**src/rtl/bg_seq_pkg.sv**
```systemverilog
// Shared types for the bandgap reference sequencer: FSM states and selection encodings.
package bg_seq_pkg;

  typedef enum logic [2:0] {
    StOff,
    StPowerup,
    StIdle,
    StBreak,
    StConnect,
    StActive
  } bg_state_e;

  localparam logic SEL_STD   = 1'b0;
  localparam logic SEL_DTMOS = 1'b1;

  // Buffer enable pattern for a given reference; always exactly one bit set.
  function automatic logic [1:0] sel_onehot(input logic sel);
    return (sel == SEL_DTMOS) ? 2'b10 : 2'b01;
  endfunction

endpackage

```
**src/rtl/bg_seq_timer.sv**
```systemverilog
// Loadable down-counter shared by the settle, break, buffer and dwell intervals.
// A load of N makes o_done rise so that the owning state lasts exactly N cycles (0 acts as 1).
// The count saturates at zero and never wraps.
module bg_seq_timer #(
  parameter int unsigned CNT_W = 16
) (
  input  logic             i_clk,
  input  logic             i_rst_n,
  input  logic             i_load,
  input  logic [CNT_W-1:0] i_load_val,
  output logic             o_done
);

  logic [CNT_W-1:0] r_cnt;
  logic [CNT_W-1:0] w_cnt_d;
  logic             r_done;
  logic             w_done_d;

  // Next count: the load cycle itself counts as the first held cycle.
  always_comb begin
    w_cnt_d = '0;
    if (i_load) begin
      w_cnt_d = (i_load_val == '0) ? '0 : i_load_val - CNT_W'(1);
    end else begin
      w_cnt_d = (r_cnt == '0) ? '0 : r_cnt - CNT_W'(1);
    end
    w_done_d = (w_cnt_d == '0);
  end

  // Count and registered done flag.
  always_ff @(posedge i_clk or negedge i_rst_n) begin
    if (!i_rst_n) begin
      r_cnt  <= '0;
      r_done <= 1'b0;
    end else begin
      r_cnt  <= w_cnt_d;
      r_done <= w_done_d;
    end
  end

  assign o_done = r_done;

endmodule

```
**src/rtl/bg_ref_sequencer.sv**
```systemverilog
// Sequencer for the standard and DTMOS bandgap references: powers both cores, waits for them
// to settle, then connects one buffered reference at a time to the pad mux with
// break-before-make switching. Define BG_SEQ_AUTOSCAN_EN to add round-robin autoscan with a
// DWELL_CYC dwell per reference; without it ACTIVE holds until the host asks for a change.
module bg_ref_sequencer
  import bg_seq_pkg::*;
#(
  parameter int unsigned CNT_W      = 16,
  parameter int unsigned SETTLE_CYC = 1000,
  parameter int unsigned BREAK_CYC  = 4,
  parameter int unsigned BUF_CYC    = 64
`ifdef BG_SEQ_AUTOSCAN_EN
  ,
  parameter int unsigned DWELL_CYC  = 4096
`endif
) (
  input  logic       i_clk,
  input  logic       i_rst_n,
  input  logic       i_ena,
  input  logic       i_req_valid,
  input  logic       i_req_sel,
  output logic       o_req_ready,
  output logic [1:0] o_core_en,
  output logic [1:0] o_buf_en,
  output logic       o_amux_sel,
  output logic       o_amux_en,
  output logic       o_settled,
  output logic       o_cur_sel
);

  bg_state_e        r_state, w_state_d;
  logic             r_sel, w_sel_d;
  logic             r_req_ready, w_req_ready_d;
  logic [1:0]       r_core_en, w_core_en_d;
  logic [1:0]       r_buf_en, w_buf_en_d;
  logic             r_amux_en, w_amux_en_d;
  logic             r_settled, w_settled_d;
  logic             w_accept;
  logic             w_load;
  logic [CNT_W-1:0] w_load_val;
  logic             w_done;

  assign w_accept = i_req_valid & r_req_ready;

  bg_seq_timer #(
    .CNT_W(CNT_W)
  ) u_timer (
    .i_clk     (i_clk),
    .i_rst_n   (i_rst_n),
    .i_load    (w_load),
    .i_load_val(w_load_val),
    .o_done    (w_done)
  );

  // Next state, selection and timer loads; outputs are decoded from the state being entered
  // so they change on the same edge as the state.
  always_comb begin
    w_state_d  = r_state;
    w_sel_d    = r_sel;
    w_load     = 1'b0;
    w_load_val = '0;

    if (!i_ena) begin
      // Disable wins everywhere and drops any in-flight request.
      w_state_d = StOff;
      w_sel_d   = SEL_STD;
    end else begin
      case (r_state)
        StOff: begin
          w_state_d  = StPowerup;
          w_load     = 1'b1;
          w_load_val = CNT_W'(SETTLE_CYC);
        end
        StPowerup: begin
          if (w_done) w_state_d = StIdle;
        end
        StIdle: begin
          if (w_accept) begin
            w_sel_d    = i_req_sel;
            w_state_d  = StBreak;
            w_load     = 1'b1;
            w_load_val = CNT_W'(BREAK_CYC);
          end
        end
        StBreak: begin
          if (w_done) begin
            w_state_d  = StConnect;
            w_load     = 1'b1;
            w_load_val = CNT_W'(BUF_CYC);
          end
        end
        StConnect: begin
          if (w_done) begin
            w_state_d = StActive;
`ifdef BG_SEQ_AUTOSCAN_EN
            w_load     = 1'b1;
            w_load_val = CNT_W'(DWELL_CYC);
`endif
          end
        end
        StActive: begin
          // A host request beats a dwell expiry in the same cycle.
          if (w_accept && (i_req_sel != r_sel)) begin
            w_sel_d    = i_req_sel;
            w_state_d  = StBreak;
            w_load     = 1'b1;
            w_load_val = CNT_W'(BREAK_CYC);
          end
`ifdef BG_SEQ_AUTOSCAN_EN
          else if (w_accept) begin
            w_load     = 1'b1;
            w_load_val = CNT_W'(DWELL_CYC);
          end else if (w_done) begin
            w_sel_d    = ~r_sel;
            w_state_d  = StBreak;
            w_load     = 1'b1;
            w_load_val = CNT_W'(BREAK_CYC);
          end
`endif
        end
        default: begin
          w_state_d = StOff;
          w_sel_d   = SEL_STD;
        end
      endcase
    end

    w_core_en_d   = 2'b00;
    w_buf_en_d    = 2'b00;
    w_amux_en_d   = 1'b0;
    w_settled_d   = 1'b0;
    w_req_ready_d = 1'b0;
    case (w_state_d)
      StPowerup: begin
        w_core_en_d = 2'b11;
      end
      StIdle: begin
        w_core_en_d   = 2'b11;
        w_settled_d   = 1'b1;
        w_req_ready_d = 1'b1;
      end
      StBreak: begin
        w_core_en_d = 2'b11;
        w_settled_d = 1'b1;
      end
      StConnect: begin
        w_core_en_d = 2'b11;
        w_settled_d = 1'b1;
        w_buf_en_d  = sel_onehot(w_sel_d);
      end
      StActive: begin
        w_core_en_d   = 2'b11;
        w_settled_d   = 1'b1;
        w_buf_en_d    = sel_onehot(w_sel_d);
        w_amux_en_d   = 1'b1;
        w_req_ready_d = 1'b1;
      end
      default: ;
    endcase
  end

  // State, selection and output registers.
  always_ff @(posedge i_clk or negedge i_rst_n) begin
    if (!i_rst_n) begin
      r_state     <= StOff;
      r_sel       <= SEL_STD;
      r_req_ready <= 1'b0;
      r_core_en   <= 2'b00;
      r_buf_en    <= 2'b00;
      r_amux_en   <= 1'b0;
      r_settled   <= 1'b0;
    end else begin
      r_state     <= w_state_d;
      r_sel       <= w_sel_d;
      r_req_ready <= w_req_ready_d;
      r_core_en   <= w_core_en_d;
      r_buf_en    <= w_buf_en_d;
      r_amux_en   <= w_amux_en_d;
      r_settled   <= w_settled_d;
    end
  end

  assign o_req_ready = r_req_ready;
  assign o_core_en   = r_core_en;
  assign o_buf_en    = r_buf_en;
  assign o_amux_sel  = r_sel;
  assign o_amux_en   = r_amux_en;
  assign o_settled   = r_settled;
  assign o_cur_sel   = r_sel;

endmodule

```
**config.mk**
```make
export PLATFORM = sky130hd
export DESIGN_NAME = bg_ref_sequencer
export DESIGN_NICKNAME = d
export VERILOG_FILES = /design/src/rtl/bg_seq_pkg.sv /design/src/rtl/bg_seq_timer.sv /design/src/rtl/bg_ref_sequencer.sv
export SDC_FILE = /design/constraint.sdc
export NUM_CORES = 1
export LEC_CHECK = 0
export BUFFER_PORTS_ARGS = -buffer_cell sky130_fd_sc_hd__buf_2
export CORE_MARGIN = 8
export CORE_UTILIZATION = 63
export DETAILED_ROUTE_END_ITERATION = 8
export GPL_TIMING_DRIVEN = 0
export PLACE_DENSITY = 0.84
export SYNTH_ARGS = -nofsm -noshare
export SYNTH_HDL_FRONTEND = slang
export SYNTH_SLANG_ARGS = --single-unit
```
**constraint.sdc**
```tcl
create_clock -name i_clk -period 4 [get_ports i_clk]
set_clock_uncertainty 0.2 [all_clocks]
set_input_delay 0.4 -clock i_clk [delete_from_list [all_inputs] [get_ports i_clk]]
set_output_delay 0.4 -clock i_clk [all_outputs]
set_load 0.02 [all_outputs]
```
======== Yosys cells after proc, flatten, opt, wreduce, memory -nomap -nowiden ========
Cells that the tools add are included.
storage, ports and cells
  input bits .............................. 5
  output and inout port bits .............. 9
  logic and storage cells ................. 63
  flip-flop bits (word level) ............. 28
operators by class
  $add $sub $neg .......................... 2
  eq/ne operators ......................... 11
  multiplexer cells ....................... 30
  bitwise gates (word level) .............. 1
  reductions and logical operators ........ 10
operators by type and width
  kind                                                count
  2-to-1 mux 16 bit                                   4
  logical NOT 16 bit                                  3
  one-hot mux 10 bit (4 select lines)                 1
  subtractor 16 x 1 -> 16 bit, second input constant  2
  2-to-1 mux 3 bit                                    8
  one-hot mux 3 bit (6 select lines)                  1
  == test 3 x 2 -> 1 bit, second input constant       4
  == test 3 bit, second input constant                4
  2-to-1 mux 1 bit                                    10
  OR reduction 4 bit                                  2
  2-to-1 mux 7 bit                                    1
  == test 3 x 1 -> 1 bit, second input constant       2
  2-to-1 mux 2 bit                                    3
  OR reduction 5 bit                                  1
  one-hot mux 1 bit (4 select lines)                  1
  OR reduction 2 bit                                  2
  logical NOT 3 bit                                   1
  one-hot mux 1 bit (3 select lines)                  1
  AND 1 bit                                           1
  logical AND 1 bit                                   1
  != test 1 bit                                       1

======== Depth between registers and ports, before layout ========
Gate-level depths: netlist of the first run.
  depth after elaboration ................. 9
  depth in mapped cells ................... 8
  mapped depth without buffers ............ 7

======== Cells and area by module ========
Synthesis of the first run repeated with hierarchy kept, for this count alone.
second synthesis, totals
  cell total of the unflattened synthesis .. 207
  area, all modules ....................... 1,914.3 um2
by module, submodules not included
  module            area an instance (um2)  times used  seq. area each (um2)  cells each
  bg_seq_timer      1,346.3                 1           425.4                 146
  bg_ref_sequencer  568.0                   1           250.2                 61

======== Worst setup path after synthesis of the first run ========
No wires, ideal clock.
  path type ............................... reg2reg
  start ................................... register r_state[0]
  end ..................................... register u_timer.r_done (netlist: u_timer.o_done)
  buffers on the path ..................... 1
  data required time ...................... 3.672 ns
  period minus slack after synthesis ...... 2.162 ns
  setup time .............................. 0.128 ns
  stages on the path, launching flop included .. 9
  arrival time ............................ 1.834 ns
  path slack .............................. 1.838 ns
  path through ............................ dfrtp_1 -> buf_4 -> or3b_2 -> o32ai_1 -> nand2_1 -> ha_1 -> nor2_1 -> nor2_1 -> a21boi_0
on the way
  cells in the longest elaborated chain, start to end .. 7
RTL lines
  what                                                                      RTL line                 text
  start: declaration                                                        bg_ref_sequencer.sv:31   bg_state_e r_state, w_state_d;
  start signal: assignment                                                  bg_ref_sequencer.sv:165  r_state <= StOff;
  start signal: assignment                                                  bg_ref_sequencer.sv:173  r_state <= w_state_d;
  == test 3 bit, or another cell as far along                               bg_ref_sequencer.sv:68   case (r_state)
  one-hot mux 10 bit (4 select lines)                                       bg_ref_sequencer.sv:68
  2-to-1 mux 16 bit                                                         bg_ref_sequencer.sv:63   if (!i_ena) begin
  subtractor 16 x 1 -> 16 bit / logical NOT 16 bit (equally long branches)  bg_seq_timer.sv:23       w_cnt_d = (i_load_val == '0) ? '0 : i_load_val - CNT_W'(1);
  2-to-1 mux 16 bit                                                         bg_seq_timer.sv:23
  2-to-1 mux 16 bit *                                                       bg_seq_timer.sv:22       if (i_load) begin
  logical NOT 16 bit *                                                      bg_seq_timer.sv:27       w_done_d = (w_cnt_d == '0);
  named net u_timer.w_done_d                                                bg_seq_timer.sv:17       logic w_done_d;
  end signal: assignment                                                    bg_seq_timer.sv:37       r_done <= w_done_d;
  end: declaration                                                          bg_seq_timer.sv:16       logic r_done;
The timed path passes the listed nets; every way through them passes the cells marked *.

======== Worst setup path in the final report of the first run ========
  start ................................... register r_state[2]
  end ..................................... register u_timer.r_cnt[5]
on the way
  cells in the longest elaborated chain, start to end .. 6
RTL lines
  what                                                                      RTL line                text
  == test 3 bit, or another cell as far along                               bg_ref_sequencer.sv:68
  one-hot mux 10 bit (4 select lines)                                       bg_ref_sequencer.sv:68
  2-to-1 mux 16 bit                                                         bg_ref_sequencer.sv:63
  subtractor 16 x 1 -> 16 bit / logical NOT 16 bit (equally long branches)  bg_seq_timer.sv:23
  2-to-1 mux 16 bit                                                         bg_seq_timer.sv:23
  2-to-1 mux 16 bit *                                                       bg_seq_timer.sv:22
  named net u_timer.w_cnt_d[5]                                              bg_seq_timer.sv:15      logic [CNT_W-1:0] w_cnt_d;
  end signal: assignment                                                    bg_seq_timer.sv:36      r_cnt <= w_cnt_d;
  end: declaration                                                          bg_seq_timer.sv:14      logic [CNT_W-1:0] r_cnt;
Marked as above.

==> summary.md, run 1 <==
| Metric | Value |
|---|---|
| Status | `completed` |
| Largest area contributor in the synthesized netlist | `dfrtp_1` |
| Hold WC Path Type | `input pin to flip-flop` |
| Cell count after synthesis | `between 150 and 200` |
| CP max-delay cell | `or3b_2` |
| Clock sink count | `27` |
| Core area | `between 0.002 and 0.0025 mm²` |
| Most frequent cells in the layout | `dfrtp_1 (27), nor2_1 (23), buf_2 (14)` |
| Initial antenna violation count | `0` |
| Max Transition Viols Final | `0` |
| Internal | `~0.00039 W` |
| Multi-input combinational cell area | `roughly 800 µm²` |
| Worst-margin pin slew | `between 0.5 and 0.6 ns` |
| Worst Path Buf+Inv | `1` |
| Fillers | `205` |
| Seq cells post-synth | `27` |
| Final worst-path cycle share | `0.6010` |
| RR Endpoint | `u_timer.r_cnt[5]$_DFF_PN0_` |
| Sequential share of the synthesized area | `0.4334` |
| Diode count | `0` |
| Critical path class | `flip-flop to flip-flop` |
| Share of the synthesized area in the top cell type | `0.4334` |
| Antenna viol nets, final | `0` |
| Post-synth EDFFs | `0` |
| Max_slew headroom | `0.6033` |
| Layout area overhead | `8.909%` |
| First-pass GRT wire length | `between 5000 and 6000 µm` |
| Tot GR Track Use | `0.1571` |
| CP endpoint kind | `flip-flop` |
| Final setup viols | `0` |
| Row cnt | `18` |
| Reg clk slew, reported paths | `0.13 ns` |
| Largest cells by area after synthesis | `dfrtp_1 (43%), nor2_1 (5.5%), xnor2_1 (5.1%)` |
| NetSw | `~0.00018 W` |
| Register area | `approximately 680 µm²` |
| Synth cell types | `between 40 and 50` |
| Post-CTS Hold Buffers | `1` |
| Switch share | `0.3197` |
| Top FF cell, synth | `dfrtp_1` |
| Commonest non-fill, non-tap cell in the layout | `dfrtp_1` |
| Final hold violation count | `0` |
| Die Ht | `approximately 66 µm` |
| CP most frequent cell | `nor2_1` |
| CP top delay family | `simple AND/OR/NAND/NOR gates` |
| WP data arrival | `~2.4 ns` |
| Via density | `5.780` |
| Setup Buffers After CTS | `0` |
| Reg2reg setup slack | `1.60 ns` |
| Post-synth ARST share | `1.000` |
| Crit Path Max Fanout | `10` |
| Initial Util | `0.6469` |
| Post-cts resize count | `0` |
| I/O pin count | `14` |
| Critical path destination | `u_timer.r_cnt[5]$_DFF_PN0_` |
| H-tree Lvls | `1` |
| Critical Path Stages | `8` |
| Final TNS setup | `0 ns` |
| Routed WL | `between 3000 and 4000 µm` |
| Max clock buf depth | `2` |
| DR iter-0 viols | `slightly below 80` |
| Cts bufs inserted | `3` |
| Nets | `slightly below 200` |
| GRT overflow | `0` |
| Worst vdd ir | `approximately 0.34 mV` |
| Part of the power in registers | `0.582` |
| Pwr Density | `~340 mW/mm²` |
| Synth warnings | `0` |
| RSZ-0062 raised after global routing | `no` |
| Avg Synthesized Cell Area | `slightly above 9 µm²` |
| TritonCTS clock tree | `yes` |
| Vias in the first global route | `between 1000 and 1500` |
| Hold_ws | `roughly 0.19 ns` |
| Reg2reg start | `r_state[2]$_DFF_PN0_` |
| Insertion delay to the later sink of the worst-skew pair | `roughly 0.32 ns` |
| Post-DP HPWL | `approximately 2300 µm` |
| Share of layout cells above drive strength 1 | `0.1755` |
| DRT Pass-1 Iters | `4` |
| Worst setup SP type | `flip-flop` |
| Worst Path Required | `4.04 ns` |
| Worst R2R Path Depth | `8` |
| Chip width | `approximately 66 µm` |
| Combinational group share of total power | `0.222` |
| Critical Path Start | `r_state[2]$_DFF_PN0_` |
| Via count | `~1300` |
| Wire length per cell | `14.11 µm` |
| Max incr delay on CP | `around 0.47 ns` |
| Port Buffers | `13` |
| Min cycle time layout | `2.404 ns` |
| Worst path cell trace | `buf_2 -> or3b_2 -> o32ai_1 -> nand2_1 -> ha_1 -> nor2_1 -> nor2_1 -> o22ai_1` |
| DRC | `0` |
| Clk root buf | `clkbuf_4` |
| Max Fclk | `416.0 MHz` |
| GPL Wtd Cong | `between 0.8 and 0.9` |
| # Max-Cap Violations | `0` |
| Synthesized net count | `between 150 and 200` |
| Synthesized area | `between 0.0015 and 0.002 mm²` |
| Die area | `0.004322 mm²` |
| LEAKAGE | `around 0.76 nW` |
| Clock Power Share | `0.195` |
| Largest net degree at the start of global routing | `28` |
final cells by class:
cell class | count | area share
multi-input cells | 126 | 0.4709
flip-flops and latches | 27 | 0.3979
repair buffers | 14 | 0.04422
plain buffers | 7 | 0.02727
inverters | 10 | 0.02211
well taps | 30 | 0.02211
clock buffers | 4 | 0.01548
how the worst min path moves through the flow:
stage / startpoint / end / slack (ns) / depth (start not counted)
global placement: i_rst_n / u_timer.r_cnt[13]$_DFF_PN0_ / 0.22 / 1
global route: i_ena / o_core_en[0]$_DFF_PN0_ / 0.18 / 2
floorplan: i_rst_n / o_amux_en$_DFF_PN0_ / -0.1 / 0
finish: i_ena / o_core_en[0]$_DFF_PN0_ / 0.19 / 2
CTS: i_ena / r_state[1]$_DFF_PN0_ / 0.18 / 3
detailed placement: i_rst_n / u_timer.r_cnt[13]$_DFF_PN0_ / 0.23 / 1
cell usage after synthesis (3+ instances only):
library cell   n
dfrtp_1       27
nor2_1        23
nand2_1       12
inv_1         10
o21ai_0       10
a21oi_1        9
xnor2_1        9
nand3_1        7
xor2_1         6
ha_1           5
o22ai_1        5
buf_4          3
nor2b_1        3
nor3_1         3
nor4_1         3
through the flow:
stage	setup slack, ns	total power [W]	instances	utilization	cell area (µm²)
after global routing	1.489	0.0006049	218	0.7046	1698
final	1.596	0.0005720	218	0.7046	1698
after CTS	1.616	0.0005759	218	0.7046	1698
after global placement	1.650	0.0004559	213	0.6895	1662
after floorplan	1.838	0.0004262	170	-	1559
after detailed placement	1.647	0.0004640	213	0.6895	1662
kinds of logic (layout without fill, tap and decap cells):
group,Yosys count,count (layout),share of synthesized area
AOI/OAI and AO/OA,34,34,0.1356
adders and majority gates,5,5,0.04013
xor gates and xnor gates,15,15,0.08427
DFF,27,27,0.4334
and+or+nand+nor,72,72,0.2528
buffers and inverters,17,35,0.05377
state kept, by name, indices dropped and copies added, names as in the netlist:
| signal | cells |
|---|---|
| o_amux_en | 1 |
| u_timer.o_done | 1 |
| o_settled | 1 |
| o_amux_sel | 1 |
| o_req_ready | 1 |
| u_timer.r_cnt | 16 |
| o_core_en | 1 |
| r_state | 3 |
| o_buf_en | 2 |
power groups by stage:
stage | logic [W] | registers (W) | clock network [W]
floorplan | 0.0000931 | 0.000333 | 0
CTS | 0.000127 | 0.000333 | 0.000116
finish | 0.000127 | 0.000333 | 0.000112
global placement | 0.000119 | 0.000336 | 0
global route | 0.000141 | 0.000337 | 0.000127
detailed placement | 0.000125 | 0.000339 | 0
metal layers:
layer / GRT usage / part of all wire
met5: 0 / 0
met3: 0.02721 / 0.022
met4: 0.06267 / 0.014
met1: 0.1813 / 0.43
met2: 0.2789 / 0.53
worst reg2reg max path, delay by kind of cell, from the launching register on:
family	cells	cell delay, ns
simple gates	4	1.00
flops	1	0.39
compound gates	2	0.32
fa+ha+maj	1	0.24
buf+inv	1	0.17
Power figures use the tool's default switching activity.
==> run 2, diff against run 1 <==
--- a/config.mk
+++ b/config.mk
@@ -7,10 +7,10 @@
 export LEC_CHECK = 0
 export BUFFER_PORTS_ARGS = -buffer_cell sky130_fd_sc_hd__buf_2
 export CORE_MARGIN = 8
-export CORE_UTILIZATION = 63
+export CORE_UTILIZATION = 52
 export DETAILED_ROUTE_END_ITERATION = 8
 export GPL_TIMING_DRIVEN = 0
-export PLACE_DENSITY = 0.84
+export PLACE_DENSITY = 0.74
 export SYNTH_ARGS = -nofsm -noshare
 export SYNTH_HDL_FRONTEND = slang
 export SYNTH_SLANG_ARGS = --single-unit
==> constraint.sdc (replaced) <==
create_clock -name i_clk -period 2.1 [get_ports i_clk]
set_clock_uncertainty 0.2 [all_clocks]
set_input_delay 0.21 -clock i_clk [delete_from_list [all_inputs] [get_ports i_clk]]
set_output_delay 0.21 -clock i_clk [all_outputs]
set_load 0.02 [all_outputs]
==> summary.md, run 2 (synthesized netlist as in run 1, its figures left out) <==
| Metric | Value |
|---|---|
| Biggest register | `u_timer.r_cnt` |
| Nets | `214` |
| Worst Path Required | `approximately 2.1 ns` |
| Post-DP HPWL | `2271 µm` |
| Antenna viol nets, final | `0` |
| Worst setup SP type | `flip-flop` |
| RSZ-0062 raised after global routing | `yes` |
| Max clock buf depth | `2` |
| Port Buffers | `13` |
| First-pass GRT wire length | `approximately 5700 µm` |
| Most frequent cells in the layout | `dfrtp_1 (21), nor2_1 (17), buf_4 (16)` |
| Wire length per cell | `roughly 15 µm` |
| Die Ht | `slightly above 70 µm` |
| Final setup viols | `1` |
| Diode count | `0` |
| Place WS | `-0.2067 ns` |
| Critical path class | `flip-flop to flip-flop` |
| GPL Wtd Cong | `0.8353` |
| Max Fclk | `475.3 MHz` |
| # Max-Cap Violations | `0` |
| TritonCTS clock tree | `yes` |
| Chip width | `a little over 70 µm` |
| DR iter-0 viols | `75` |
| GRT overflow | `0` |
| Clock sink count | `27` |
| Pwr Density | `between 600 and 700 mW/mm²` |
| DRC | `0` |
| Final worst slack | `-0.004036 ns` |
| Reg clk slew, reported paths | `0.15 ns` |
| Max Transition Viols Final | `0` |
| Insertion delay to the later sink of the worst-skew pair | `0.33 ns` |
| Row cnt | `20` |
| Final worst-path cycle share | `1.002` |
| Final hold violation count | `0` |
| Crit Path Max Fanout | `5` |
| Initial antenna violation count | `0` |
| Via density | `5.691` |
| Die area | `0.005006 mm²` |
| Cts bufs inserted | `3` |
| I/O pin count | `14` |
| Min cycle time layout | `2.104 ns` |
| Commonest non-fill, non-tap cell in the layout | `dfrtp_1` |
| Layout area overhead | `27.13%` |
| Routed WL | `3510 µm` |
| Core area | `between 0.002 and 0.003 mm²` |
| Tot GR Track Use | `0.1376` |
| Post-layout util | `0.6712` |
| DRT Pass-1 Iters | `4` |
| Max reg flops | `16` |
| LEAKAGE | `roughly 0.86 nW` |
| Status | `complete, but fails checks` |
| DP Cell Count | `216` |
| Worst vdd ir | `between 0.6 and 0.7 mV` |
| Final TNS setup | `-0.004036 ns` |
| Initial Util | `0.5280` |
| Vias in the first global route | `between 1000 and 1500` |
| Via count | `approximately 1300` |
| Max_slew headroom | `0.6065` |
| Failing checks | `negative setup slack` |
| Share of layout cells above drive strength 1 | `0.3498` |
| Hold WC Path Type | `input pin to asynchronous set/reset pin` |
| WP data arrival | `roughly 2.1 ns` |
| Worst-margin pin slew | `0.5902 ns` |
| H-tree Lvls | `1` |
| Clk root buf | `clkbuf_4` |
| Post-route insts no fill | `236` |
| Largest net degree at the start of global routing | `28` |
| CP endpoint kind | `flip-flop` |
| Pwr Total | `between 0.001 and 0.0015 W` |
==> run 2: cell count changes in the layout (fill, tap and decap cells not counted), sizes merged <==
cell         delta
dlygate4sd3     +1
buf            +15
clkbuf          -2
clkinvlp        +1
==> run 2: final timing paths <==
kind | start | to | depth (start not counted) | slack (ns)
max in group asynchronous | i_rst_n | u_timer.r_cnt[3]$_DFF_PN0_ | 2 | 1.08
max | u_timer.r_cnt[6]$_DFF_PN0_ | u_timer.r_cnt[5]$_DFF_PN0_ | 7 | -0.004
min | i_rst_n | o_buf_en[0]$_DFF_PN0_ | 2 | 0.19
min in group i_clk | i_req_valid | r_state[0]$_DFF_PN0_ | 5 | 0.21
min reg2reg | u_timer.r_cnt[0]$_DFF_PN0_ | u_timer.r_cnt[0]$_DFF_PN0_ | 1 | 0.32
max reg2reg | u_timer.r_cnt[6]$_DFF_PN0_ | u_timer.r_cnt[5]$_DFF_PN0_ | 7 | -0.004
==> run 2: power by group <==
part	internal (W)	leakage (nW)	switching [W]	total [W]
combinational	0.000152	0.505	0.000170	0.000322
clock	0.0000728	0.0139	0.000157	0.000229
sequential	0.000572	0.340	0.0000709	0.000643
==> run 2: repair_timing <==
action | 4_1_cts | 5_1_grt
gates cloned | 0 | 1
buffers inserted | 4 | 11
hold endpoints to repair | 30 | 0
endpoints found under the setup margin | 13 | 14
gates resized for setup | 13 | 24
pin swaps | 5 | 13
hold buffers | 2 | 0
==> run 2: layout make-up <==
type / instances / area [µm²]
timing repair buffer: 31 / 226.5
multi-input combinational: 126 / 910.9
buffer: 5 / 52.55
clock inverter: 1 / 7.507
fill: 235 / 970.9
tap: 33 / 41.29
sequential: 27 / 683.2
inverter: 10 / 37.54
clock buffer: 3 / 22.52
==> run 2: stage by stage <==
| stage | hold WS [ns] | area [µm²] |
|---|---|---|
| after floorplan | -0.2856 | 1564 |
| after global placement | 0.04164 | 1670 |
| after detailed placement | 0.05188 | 1670 |
| after CTS | 0.2027 | 1792 |
| after global routing | 0.2553 | 1982 |
| final | 0.1946 | 1982 |
==> run 2: critical path, cell delays in order, from the launching register on <==
cell and delay (ns):
dfrtp_1 0.45, nor3_4 0.23, nand2_2 0.07, or4_4 0.53, and2_4 0.18, nand2_4 0.11, buf_8 0.13, o22ai_1 0.09
==> run 2: metal layers <==
layer / part of all wire / global-route usage
met5: 0 / 0
met4: 0.017 / 0.05543
met3: 0.041 / 0.02825
met2: 0.49 / 0.2297
met1: 0.45 / 0.1682
==> run 3, diff against run 2 <==
--- a/config.mk
+++ b/config.mk
@@ -11,6 +11,7 @@
 export DETAILED_ROUTE_END_ITERATION = 8
 export GPL_TIMING_DRIVEN = 0
 export PLACE_DENSITY = 0.74
+export SKIP_LAST_GASP = 1
 export SYNTH_ARGS = -nofsm -noshare
 export SYNTH_HDL_FRONTEND = slang
 export SYNTH_SLANG_ARGS = --single-unit
==> summary.md, run 3 (synthesized netlist as in run 1, its figures left out) <==
| Metric | Value |
|---|---|
| Nets | `roughly 210` |
| First-pass GRT wire length | `~5700 µm` |
| Post-DP HPWL | `2271 µm` |
| Routed WL | `around 3500 µm` |
| Max_slew headroom | `0.6067` |
| Worst Path Buf+Inv | `1` |
| Commonest non-fill, non-tap cell in the layout | `dfrtp_1` |
| Tot GR Track Use | `0.1376` |
| Clock sink count | `27` |
| # Max-Cap Violations | `0` |
| Post-route cell area | `roughly 0.002 mm²` |
| Row cnt | `20` |
| GRT overflow | `0` |
| Final hold violation count | `0` |
| H-tree Lvls | `1` |
| Failing checks | `negative setup slack` |
| DRT Pass-1 Iters | `4` |
| WP data arrival | `between 2 and 2.5 ns` |
| Die area | `0.005006 mm²` |
| Place WS | `-0.2067 ns` |
| DRC | `0` |
| Worst vdd ir | `approximately 0.61 mV` |
| Wire length per cell | `14.94 µm` |
| Clk root buf | `clkbuf_4` |
| Biggest register | `u_timer.r_cnt` |
| Hold_ws | `approximately 0.20 ns` |
| Antenna viol nets, final | `0` |
| Reg clk slew, reported paths | `~0.15 ns` |
| Via density | `around 5.7` |
| Layout area overhead | `27.13%` |
| Hold WC Path Type | `input pin to asynchronous set/reset pin` |
| Reg2reg setup slack | `-0.001 ns` |
| Pwr Density | `602.4 mW/mm²` |
| Die Ht | `roughly 71 µm` |
| Worst Path Required | `2.12 ns` |
| RR Endpoint | `u_timer.r_cnt[5]$_DFF_PN0_` |
| Min cycle time layout | `2.101 ns` |
| Via count | `1340` |
| CP max-delay cell | `or4_4` |
| Critical Path Stages | `7` |
| DR iter-0 viols | `72` |
| Initial Util | `0.5280` |
| Diode count | `0` |
| Reg2reg start | `u_timer.r_cnt[6]$_DFF_PN0_` |
| Insertion delay to the later sink of the worst-skew pair | `between 0.3 and 0.4 ns` |
| Worst setup SP type | `flip-flop` |
| GPL Wtd Cong | `0.8353` |
| Final worst slack | `-0.001095 ns` |
| Chip width | `70.76 µm` |
| Final TNS setup | `-0.001095 ns` |
| Largest net degree at the start of global routing | `28` |
| Share of layout cells above drive strength 1 | `0.3498` |
| RSZ-0062 raised after global routing | `yes` |
| Max incr delay on CP | `roughly 0.53 ns` |
| TritonCTS clock tree | `yes` |
| CP top delay family | `simple AND/OR/NAND/NOR gates` |
| Worst path cell trace | `nor3_4 -> nand2_2 -> or4_4 -> and2_4 -> nand2_4 -> buf_8 -> o22ai_1` |
| Final worst-path cycle share | `1.001` |
| Crit Path Max Fanout | `5` |
| Max clock buf depth | `2` |
| Worst-margin pin slew | `between 0.5 and 0.6 ns` |
| Max reg flops | `16` |
| CP endpoint kind | `flip-flop` |
| Core area | `a little under 0.003 mm²` |
| Status | `complete, but fails checks` |
| Max Transition Viols Final | `0` |
| Max Fclk | `about 480 MHz` |
| Most frequent cells in the layout | `dfrtp_1 (21), nor2_1 (17), buf_4 (16)` |
| Critical Path Start | `u_timer.r_cnt[6]$_DFF_PN0_` |
| LEAKAGE | `about 0.86 nW` |
| Final setup viols | `1` |
| Critical path destination | `u_timer.r_cnt[5]$_DFF_PN0_` |
| Vias in the first global route | `roughly 1300` |
| I/O pin count | `14` |
| Critical path class | `flip-flop to flip-flop` |
| Cts bufs inserted | `3` |
| Port Buffers | `13` |
| Initial antenna violation count | `0` |
| Post-DP Area | `0.001670 mm²` |
| Worst R2R Path Depth | `7` |
| Fillers | `about 240` |
run 3: cell count changes in the layout (fill, tap and decap cells not counted):
cell,delta
o21ai_1,-2
o21ai_0,+2
run 3: per-layer routing:
layer  vias to the layer above  global-route usage  routed length [µm]
met5                         -                   0                   0
met4                         0             0.05543                  58
met3                         7             0.02825                 173
met2                        29              0.2297                1731
met1                       655              0.1682                1561
li1                        649                   -                   -
run 3: worst min path at each step:
stage,endpoint,startpoint
finish,o_buf_en[0]$_DFF_PN0_,i_rst_n
global route,r_state[0]$_DFF_PN0_,i_req_valid
CTS,r_state[0]$_DFF_PN0_,i_req_valid
detailed placement,o_buf_en[0]$_DFF_PN0_,i_rst_n
global placement,o_buf_en[0]$_DFF_PN0_,i_rst_n
floorplan,o_amux_en$_DFF_PN0_,i_rst_n
run 3: final cells by class:
type | count | area, µm² | area share
clock inverter | 1 | 7.507 | 0.003788
sequential | 27 | 683.2 | 0.3447
tap | 33 | 41.29 | 0.02083
clock buffer | 3 | 22.52 | 0.01136
timing repair buffer | 31 | 226.5 | 0.1143
buffer | 5 | 52.55 | 0.02652
multi-input combinational | 126 | 910.9 | 0.4596
inverter | 10 | 37.54 | 0.01894
run 3: report_power, final:
group | switching, W | internal (W) | total [W]
clock | 0.000156 | 0.0000728 | 0.000229
combinational | 0.000170 | 0.000152 | 0.000322
sequential | 0.0000709 | 0.000572 | 0.000643
total | 0.000397 | 0.000797 | 0.00119
run 3: through the flow:
stage	cells	total power [W]	utilization
floorplan	170	0.0008123	-
global placement	216	0.0008706	0.5657
detailed placement	216	0.0008811	0.5657
CTS	224	0.001147	0.6068
global route	236	0.001259	0.6712
finish	236	0.001194	0.6712
run 3: repair_timing:
item	4_1_cts	5_1_grt
endpoints found under the setup margin	13	14
pin swaps	5	13
buffers inserted	4	11
hold buffers	2	0
gates cloned	0	1
hold endpoints to repair	30	0
gates resized for setup	13	22
